## config.mk

```make
export PLATFORM = sky130hd
export DESIGN_NAME = stack_lifo_param_flat
export DESIGN_NICKNAME = d
export VERILOG_FILES = /design/src/rtl/stack_lifo_pkg.sv /design/src/rtl/stack_lifo_param_if.sv /design/src/rtl/stack_lifo_mem.sv /design/src/rtl/stack_lifo_param.sv /design/src/flat_wrapper.sv
export SDC_FILE = /design/constraint.sdc
export NUM_CORES = 2
export LEC_CHECK = 0
export ABC_AREA = 1
export CELL_PAD_IN_SITES_DETAIL_PLACEMENT = 0
export CELL_PAD_IN_SITES_GLOBAL_PLACEMENT = 2
export CORE_AREA = 2 2 582 584
export DETAILED_ROUTE_END_ITERATION = 10
export DIE_AREA = 0 0 584 586
export DONT_BUFFER_PORTS = 1
export GPL_TIMING_DRIVEN = 0
export PLACE_DENSITY = 0.57
export SYNTH_ARGS = -nofsm -noshare
export SYNTH_HDL_FRONTEND = slang
export SYNTH_SLANG_ARGS = --single-unit
export TNS_END_PERCENT = 10
```

## constraint.sdc

```tcl
create_clock -name clk -period 6 [get_ports clk]
set_clock_uncertainty 0.1 [all_clocks]
set_input_delay 1.8 -clock clk [delete_from_list [all_inputs] [get_ports clk]]
set_output_delay 1.8 -clock clk [all_outputs]
set_load 0.05 [all_outputs]
```

## src/rtl/stack_lifo_pkg.sv

```systemverilog
// Shared definitions for the parametrised LIFO stack: op encodings and count-width helper.
// Used by stack_lifo_param_if, stack_lifo_mem and stack_lifo_param.
package stack_lifo_pkg;

    // Op code is the concatenation {push, pop}
    localparam logic [1:0] OP_NOP  = 2'b00;
    localparam logic [1:0] OP_POP  = 2'b01;
    localparam logic [1:0] OP_PUSH = 2'b10;
    localparam logic [1:0] OP_REPL = 2'b11;

    // Width needed to hold every occupancy value 0..depth inclusive
    function automatic int clog2_cnt(input int depth);
        return $clog2(depth + 1);
    endfunction

    // Address width for a depth-entry array (at least one bit)
    function automatic int addr_w(input int depth);
        return (depth > 1) ? $clog2(depth) : 1;
    endfunction

endpackage

```

## src/rtl/stack_lifo_param_if.sv

```systemverilog
// Handshake/data bundle between a stack client (master) and stack_lifo_param (slave).
interface stack_lifo_param_if
    import stack_lifo_pkg::*;
#(
    parameter int WIDTH = 8,
    parameter int DEPTH = 256
) ();

    localparam int CNT_W = clog2_cnt(DEPTH);

    logic             push;
    logic             pop;
    logic [WIDTH-1:0] data_in;
    logic [WIDTH-1:0] data_out;
    logic             out_valid;
    logic [WIDTH-1:0] top;
    logic [CNT_W-1:0] count;
    logic             empty;
    logic             full;
    logic             ovf_err;
    logic             udf_err;

    modport master (
        output push, pop, data_in,
        input  data_out, out_valid, top, count, empty, full, ovf_err, udf_err
    );

    modport slave (
        input  push, pop, data_in,
        output data_out, out_valid, top, count, empty, full, ovf_err, udf_err
    );

endinterface

```

## src/rtl/stack_lifo_mem.sv

```systemverilog
// WIDTH x DEPTH storage array for the LIFO: one synchronous write port, one asynchronous read port.
module stack_lifo_mem
    import stack_lifo_pkg::*;
#(
    parameter int WIDTH = 8,
    parameter int DEPTH = 256,
    parameter int AW    = addr_w(DEPTH)
) (
    input  logic             clk,
    input  logic             we_i,
    input  logic [AW-1:0]    waddr_i,
    input  logic [WIDTH-1:0] wdata_i,
    input  logic [AW-1:0]    raddr_i,
    output logic [WIDTH-1:0] rdata_o
);

    logic [WIDTH-1:0] mem_q [DEPTH];

    always_ff @(posedge clk) begin
        if (we_i) begin
            mem_q[waddr_i] <= wdata_i;
        end
    end

    // Non-power-of-two depths leave unused address codes; read them as zero
    always_comb begin
        rdata_o = '0;
        if (int'(raddr_i) < DEPTH) begin
            rdata_o = mem_q[raddr_i];
        end
    end

endmodule

```

## src/rtl/stack_lifo_param.sv

```systemverilog
// Parametrised LIFO stack with occupancy count, top peek, registered pop data and replace-top.
// Optional sticky overflow/underflow flags when STACK_LIFO_ERR_EN is defined.
module stack_lifo_param
    import stack_lifo_pkg::*;
#(
    parameter int WIDTH = 8,
    parameter int DEPTH = 256
) (
    input  logic               clk,
    input  logic               rst,
    stack_lifo_param_if.slave  bus
);

    localparam int CNT_W = clog2_cnt(DEPTH);
    localparam int AW    = addr_w(DEPTH);

    localparam logic [CNT_W-1:0] CNT_ZERO = '0;
    localparam logic [CNT_W-1:0] CNT_ONE  = CNT_W'(1);
    localparam logic [CNT_W-1:0] CNT_FULL = CNT_W'(DEPTH);

    logic [CNT_W-1:0] count_q, count_d;
    logic [WIDTH-1:0] data_out_q, data_out_d;
    logic             out_valid_q, out_valid_d;

    logic             empty_c;
    logic             full_c;
    logic [1:0]       op_c;
    logic [CNT_W-1:0] top_idx_c;
    logic [AW-1:0]    top_addr_c;
    logic [AW-1:0]    push_addr_c;
    logic [WIDTH-1:0] rdata_c;

    logic             we_c;
    logic [AW-1:0]    waddr_c;
    logic             ovf_ev_c;
    logic             udf_ev_c;

    assign empty_c     = (count_q == CNT_ZERO);
    assign full_c      = (count_q == CNT_FULL);
    assign op_c        = {bus.push, bus.pop};
    assign top_idx_c   = count_q - CNT_ONE;
    assign top_addr_c  = top_idx_c[AW-1:0];
    assign push_addr_c = count_q[AW-1:0];

    stack_lifo_mem #(
        .WIDTH (WIDTH),
        .DEPTH (DEPTH),
        .AW    (AW)
    ) u_mem (
        .clk     (clk),
        .we_i    (we_c & ~rst),
        .waddr_i (waddr_c),
        .wdata_i (bus.data_in),
        .raddr_i (top_addr_c),
        .rdata_o (rdata_c)
    );

    // Next-state decode of the {push,pop} request against current occupancy
    always_comb begin
        count_d     = count_q;
        data_out_d  = data_out_q;
        out_valid_d = 1'b0;
        we_c        = 1'b0;
        waddr_c     = push_addr_c;
        ovf_ev_c    = 1'b0;
        udf_ev_c    = 1'b0;
        case (op_c)
            OP_PUSH: begin
                if (!full_c) begin
                    we_c    = 1'b1;
                    count_d = count_q + CNT_ONE;
                end else begin
                    ovf_ev_c = 1'b1;
                end
            end
            OP_POP: begin
                if (!empty_c) begin
                    data_out_d  = rdata_c;
                    out_valid_d = 1'b1;
                    count_d     = top_idx_c;
                end else begin
                    udf_ev_c = 1'b1;
                end
            end
            OP_REPL: begin
                we_c = 1'b1;
                if (!empty_c) begin
                    // Old top is read before the write lands, so data_out gets the replaced word
                    data_out_d  = rdata_c;
                    out_valid_d = 1'b1;
                    waddr_c     = top_addr_c;
                end else begin
                    count_d  = CNT_ONE;
                    udf_ev_c = 1'b1;
                end
            end
            default: begin
                count_d = count_q;
            end
        endcase
    end

    always_ff @(posedge clk) begin
        if (rst) begin
            count_q     <= '0;
            data_out_q  <= '0;
            out_valid_q <= 1'b0;
        end else begin
            count_q     <= count_d;
            data_out_q  <= data_out_d;
            out_valid_q <= out_valid_d;
        end
    end

`ifdef STACK_LIFO_ERR_EN
    logic ovf_q;
    logic udf_q;

    always_ff @(posedge clk) begin
        if (rst) begin
            ovf_q <= 1'b0;
            udf_q <= 1'b0;
        end else begin
            if (ovf_ev_c) begin
                ovf_q <= 1'b1;
            end
            if (udf_ev_c) begin
                udf_q <= 1'b1;
            end
        end
    end

    assign bus.ovf_err = ovf_q;
    assign bus.udf_err = udf_q;
`else
    logic unused_ev;
    assign unused_ev   = ovf_ev_c | udf_ev_c;
    assign bus.ovf_err = 1'b0;
    assign bus.udf_err = 1'b0;
`endif

    assign bus.data_out  = data_out_q;
    assign bus.out_valid = out_valid_q;
    assign bus.top       = empty_c ? '0 : rdata_c;
    assign bus.count     = count_q;
    assign bus.empty     = empty_c;
    assign bus.full      = full_c;

endmodule

```

## src/flat_wrapper.sv

```systemverilog
// flat-port wrapper written by rule: the top's interface ports become plain ports
module stack_lifo_param_flat import stack_lifo_pkg::*;
#(
    parameter int WIDTH = 8,
    parameter int DEPTH = 256
)
  (clk, rst, bus_push, bus_pop, bus_data_in, bus_data_out, bus_out_valid, bus_top, bus_count, bus_empty, bus_full, bus_ovf_err, bus_udf_err);
  stack_lifo_param_if #(.WIDTH(WIDTH), .DEPTH(DEPTH)) bus_i ();
  input  logic clk;
  input  logic rst;
  input wire logic [$bits(bus_i.push)-1:0] bus_push;
  input wire logic [$bits(bus_i.pop)-1:0] bus_pop;
  input wire logic [$bits(bus_i.data_in)-1:0] bus_data_in;
  output wire logic [$bits(bus_i.data_out)-1:0] bus_data_out;
  output wire logic [$bits(bus_i.out_valid)-1:0] bus_out_valid;
  output wire logic [$bits(bus_i.top)-1:0] bus_top;
  output wire logic [$bits(bus_i.count)-1:0] bus_count;
  output wire logic [$bits(bus_i.empty)-1:0] bus_empty;
  output wire logic [$bits(bus_i.full)-1:0] bus_full;
  output wire logic [$bits(bus_i.ovf_err)-1:0] bus_ovf_err;
  output wire logic [$bits(bus_i.udf_err)-1:0] bus_udf_err;
  assign bus_i.push = bus_push;
  assign bus_i.pop = bus_pop;
  assign bus_i.data_in = bus_data_in;
  assign bus_data_out = bus_i.data_out;
  assign bus_out_valid = bus_i.out_valid;
  assign bus_top = bus_i.top;
  assign bus_count = bus_i.count;
  assign bus_empty = bus_i.empty;
  assign bus_full = bus_i.full;
  assign bus_ovf_err = bus_i.ovf_err;
  assign bus_udf_err = bus_i.udf_err;
  stack_lifo_param #(.WIDTH(WIDTH), .DEPTH(DEPTH)) u_core (.clk(clk), .rst(rst), .bus(bus_i));
endmodule
```

==> flow_summary_export.csv <==
group,metric,value,unit
run_status,status,"finished with violations",
run_status,failed_checks,"capacitance limit, slew limit, setup timing",
floorplanning,fp.coreArea,336000,um2
yosys,yosysMostFrequentCell,"nand2_1",
placed_design,portBuffers,0,
sta,fmax,0.158,GHz
finish,fillCellCount,34048,
sta,final-hold-violation-count,0,
grt,grt_start_max_net_pins,257,
yosys,synth_edf_count,2048,
clock_tree,hold_buffers,0,
setup_path,crit_arrival,4.44,ns
floorplanning,die_h,586,um
sta,grt_setup_unrepaired,"true",
sta,setup_slack,-0.343,ns
grt,grt_pass1_vias,56803,
routing,vias_per_cell,5.03,
grt,grtUsageTotal,0.233,
routing,firstDrtPassIters,8,
run,cap_violations,4,
grt,top_usage_layer,"met2",
min_path,min_from,"u_core.bus.count[1]",
sta,finalCritPeriodShare,1.06,
routing,drtIter0Drc,7037,
routing,via_count,60517,
sta,worst_slew_pin_slew,1.54,ns
grt,antenna_found_initial,25,
sta,relSlewSlack,-0.0290,
grt,grt_use_met1,0.308,
yosys,synthTopCellsByArea,"edfxtp_1 (73%), nand3_1 (12%), nand2_1 (9.5%)",
grt,use_met3,0.0390,
setup_path,worstReg2RegStart,"u_core.bus.count[0]",
floorplanning,start_util,0.249,
setup_path,start_kind,"register",
setup_path,worstSetupPathType,"reg -> out",
yosys,synth-seq-cells,2066,
finish,layout-drive-gt1-share,0.176,
yosys,yosys.cell_types.count,38,
yosys,synth-async-reset-ratio,0,
clock_tree,root_buffer,"clkbuf_16",
sta,slew_violations,29,
routing,wl,410,mm
yosys,yosysTopAreaCell,"edfxtp_1",
sta,fin_hold_ws,0.691,ns
setup_path,end_kind,"output pin",
sta,setup_viol,15,
floorplanning,die_width,584,um
grt,grt_pass1_wl,535,mm
yosys,netlist_area,83800,um2
floorplanning,row_count,213,
yosys,netlist_instances,7108,
grt,grt-ovfl-total,0,
routing,antenna_left,0,
clock_tree,cts_max_level,4,
yosys,synth-warning-count,0,
clock_tree,tritoncts,"built",
finish,final_nets,7430,
yosys,yosysSeqAreaShare,0.738,
setup_path,cp_max_fo,10,
finish,final_cells,12020,
min_path,hold_path_class,"reg -> reg",
yosys,synth_commonest_cells,"nand2_1 (2,114), edfxtp_1 (2,048), nand3_1 (2,037)",
yosys,synth_area_per_cell,11.8,um2
placed_design,place.gp.congestion,0.920,
clock_tree,clock-sinks,2066,
clock_tree,cts_buffers,239,
clock_tree,clkTransAtPathRegs,0.06,ns
power,p_leak,35.6,nW
routing,route.detailed.drc,0,
power,p_per_area,472,nW/um2
placed_design,dpl_worst_slack,-3.61,ns
sta,fin_crit,6.34,ns
clock_tree,clockBufferDepth,4,
placed_design,hpwlAfterDp,270,mm
clock_tree,clkLatencyLatePin,0.92,ns
floorplanning,io_pins,42,
finish,multi_input_area,23200,um2
floorplanning,die_area,342000,um2
setup_path,startpoint,"u_core.bus.count[0]",
finish,regArea,61900,um2
finish,areaGrowthSynthToFinish,23.7,%
routing,avgRoutedWirePerCell,34.1,um
grt,grt_util_met2,0.375,
yosys,ys.flop_type,"edfxtp_1",
placed_design,placedCellCount,11527,
power,vdd.ir_drop.worst,0.269,mV
yosys,synth.top_cell.area_share,0.734,
setup_path,worstPathRequired,4.10,ns
cell type report:
type	instances	share of cell area
sequential	2066	0.597
multi-input combinational	4521	0.224
clock buffer	298	0.0607
tap	4407	0.0532
buffer	485	0.0412
clock inverter	133	0.0117
timing repair buffer	66	0.0104
inverter	35	0.00155
antenna	8	0.000193
timing repair inverter	1	0.0000845
registers in the layout (all words and copies together), names as in the netlist:
| signal | flops |
|---|---|
| u_core.bus.out_valid | 1 |
| u_core.bus.data_out | 8 |
| u_core.bus.count | 9 |
| u_core.u_mem.mem_q | 2048 |
cells in the final DEF (no fill, tap or decap), types with 38 or more instances in the layout:
cell type,instances
clkbuf_1,120
edfxtp_1,2048
clkinv_2,41
buf_2,46
clkbuf_8,53
nand3_1,1595
clkbuf_16,292
nand3_4,105
nand3_2,338
nor2_1,257
clkbuf_2,166
nand2_1,2103
clkbuf_4,38
clkinv_1,51
buf_4,45
metal layers:
layer,vias up,routed length [um]
li1,25999,-
met2,2483,189000
met3,621,29300
met4,12,20800
met1,31402,171000
met5,-,172
logic make-up (layout without fill, tap and decap cells):
group | Yosys count | in the layout | synth area share
AOI/OAI and AO/OA | 47 | 47 | 0.00363
xor gates and xnor gates | 6 | 6 | 0.000941
adders and majority gates | 3 | 3 | 0.000448
buffers and inverters | 523 | 1018 | 0.0244
DFF | 2066 | 2066 | 0.738
other | 1 | 10 | 0.0000448
and+or+nand+nor | 4462 | 4463 | 0.232
worst max-delay path, cell delays in order (launching register included):
cell      delay, ns
dfxtp_4        0.48
buf_12         0.17
buf_4          0.13
clkbuf_2       0.44
clkbuf_1       0.78
nand2_1        0.10
nand3_1        0.14
nand3_2        0.12
nand3_2        0.14
nand3_4        0.11
nand3_4        0.14
nand3_4        0.16
nand3_4        0.16
nand2_8        0.11
nor2_4         0.29
metrics by stage:
stage	area [um2]	total power, mW	setup TNS, ns	utilization
floorplan	83800	22.4	0	-
global placement	89300	30.1	-3991.79	0.266
detailed placement	89600	30.1	-3000.41	0.267
CTS	102000	48.0	-3.39	0.305
global route	104000	49.8	-5.30	0.309
finish	104000	48.9	-2.55	0.309
timing repair:
action,4_1_cts,5_1_grt
pin swaps,66,65
endpoints found under the setup margin,2066,40
resized for setup,1243,312
setup buffers,27,7
cloned,18,3
where the power goes:
| part | internal [mW] | total, mW | switching [mW] |
|---|---|---|---|
| sequential | 16.0 | 16.1 | 0.172 |
| combinational | 4.91 | 18.2 | 13.3 |
| clock | 8.24 | 14.6 | 6.34 |
final timing paths:
path	to	slack, ns	cells past startpoint
worst max-delay path	bus_top[0]	-0.34	14
worst min-delay path	u_core.bus.count[1]	0.69	2
worst max register to register	u_core.u_mem.mem_q[163][4]	-0.02	18
worst min register to register	u_core.bus.count[1]	0.69	2
(Power assumes the default switching activity.)
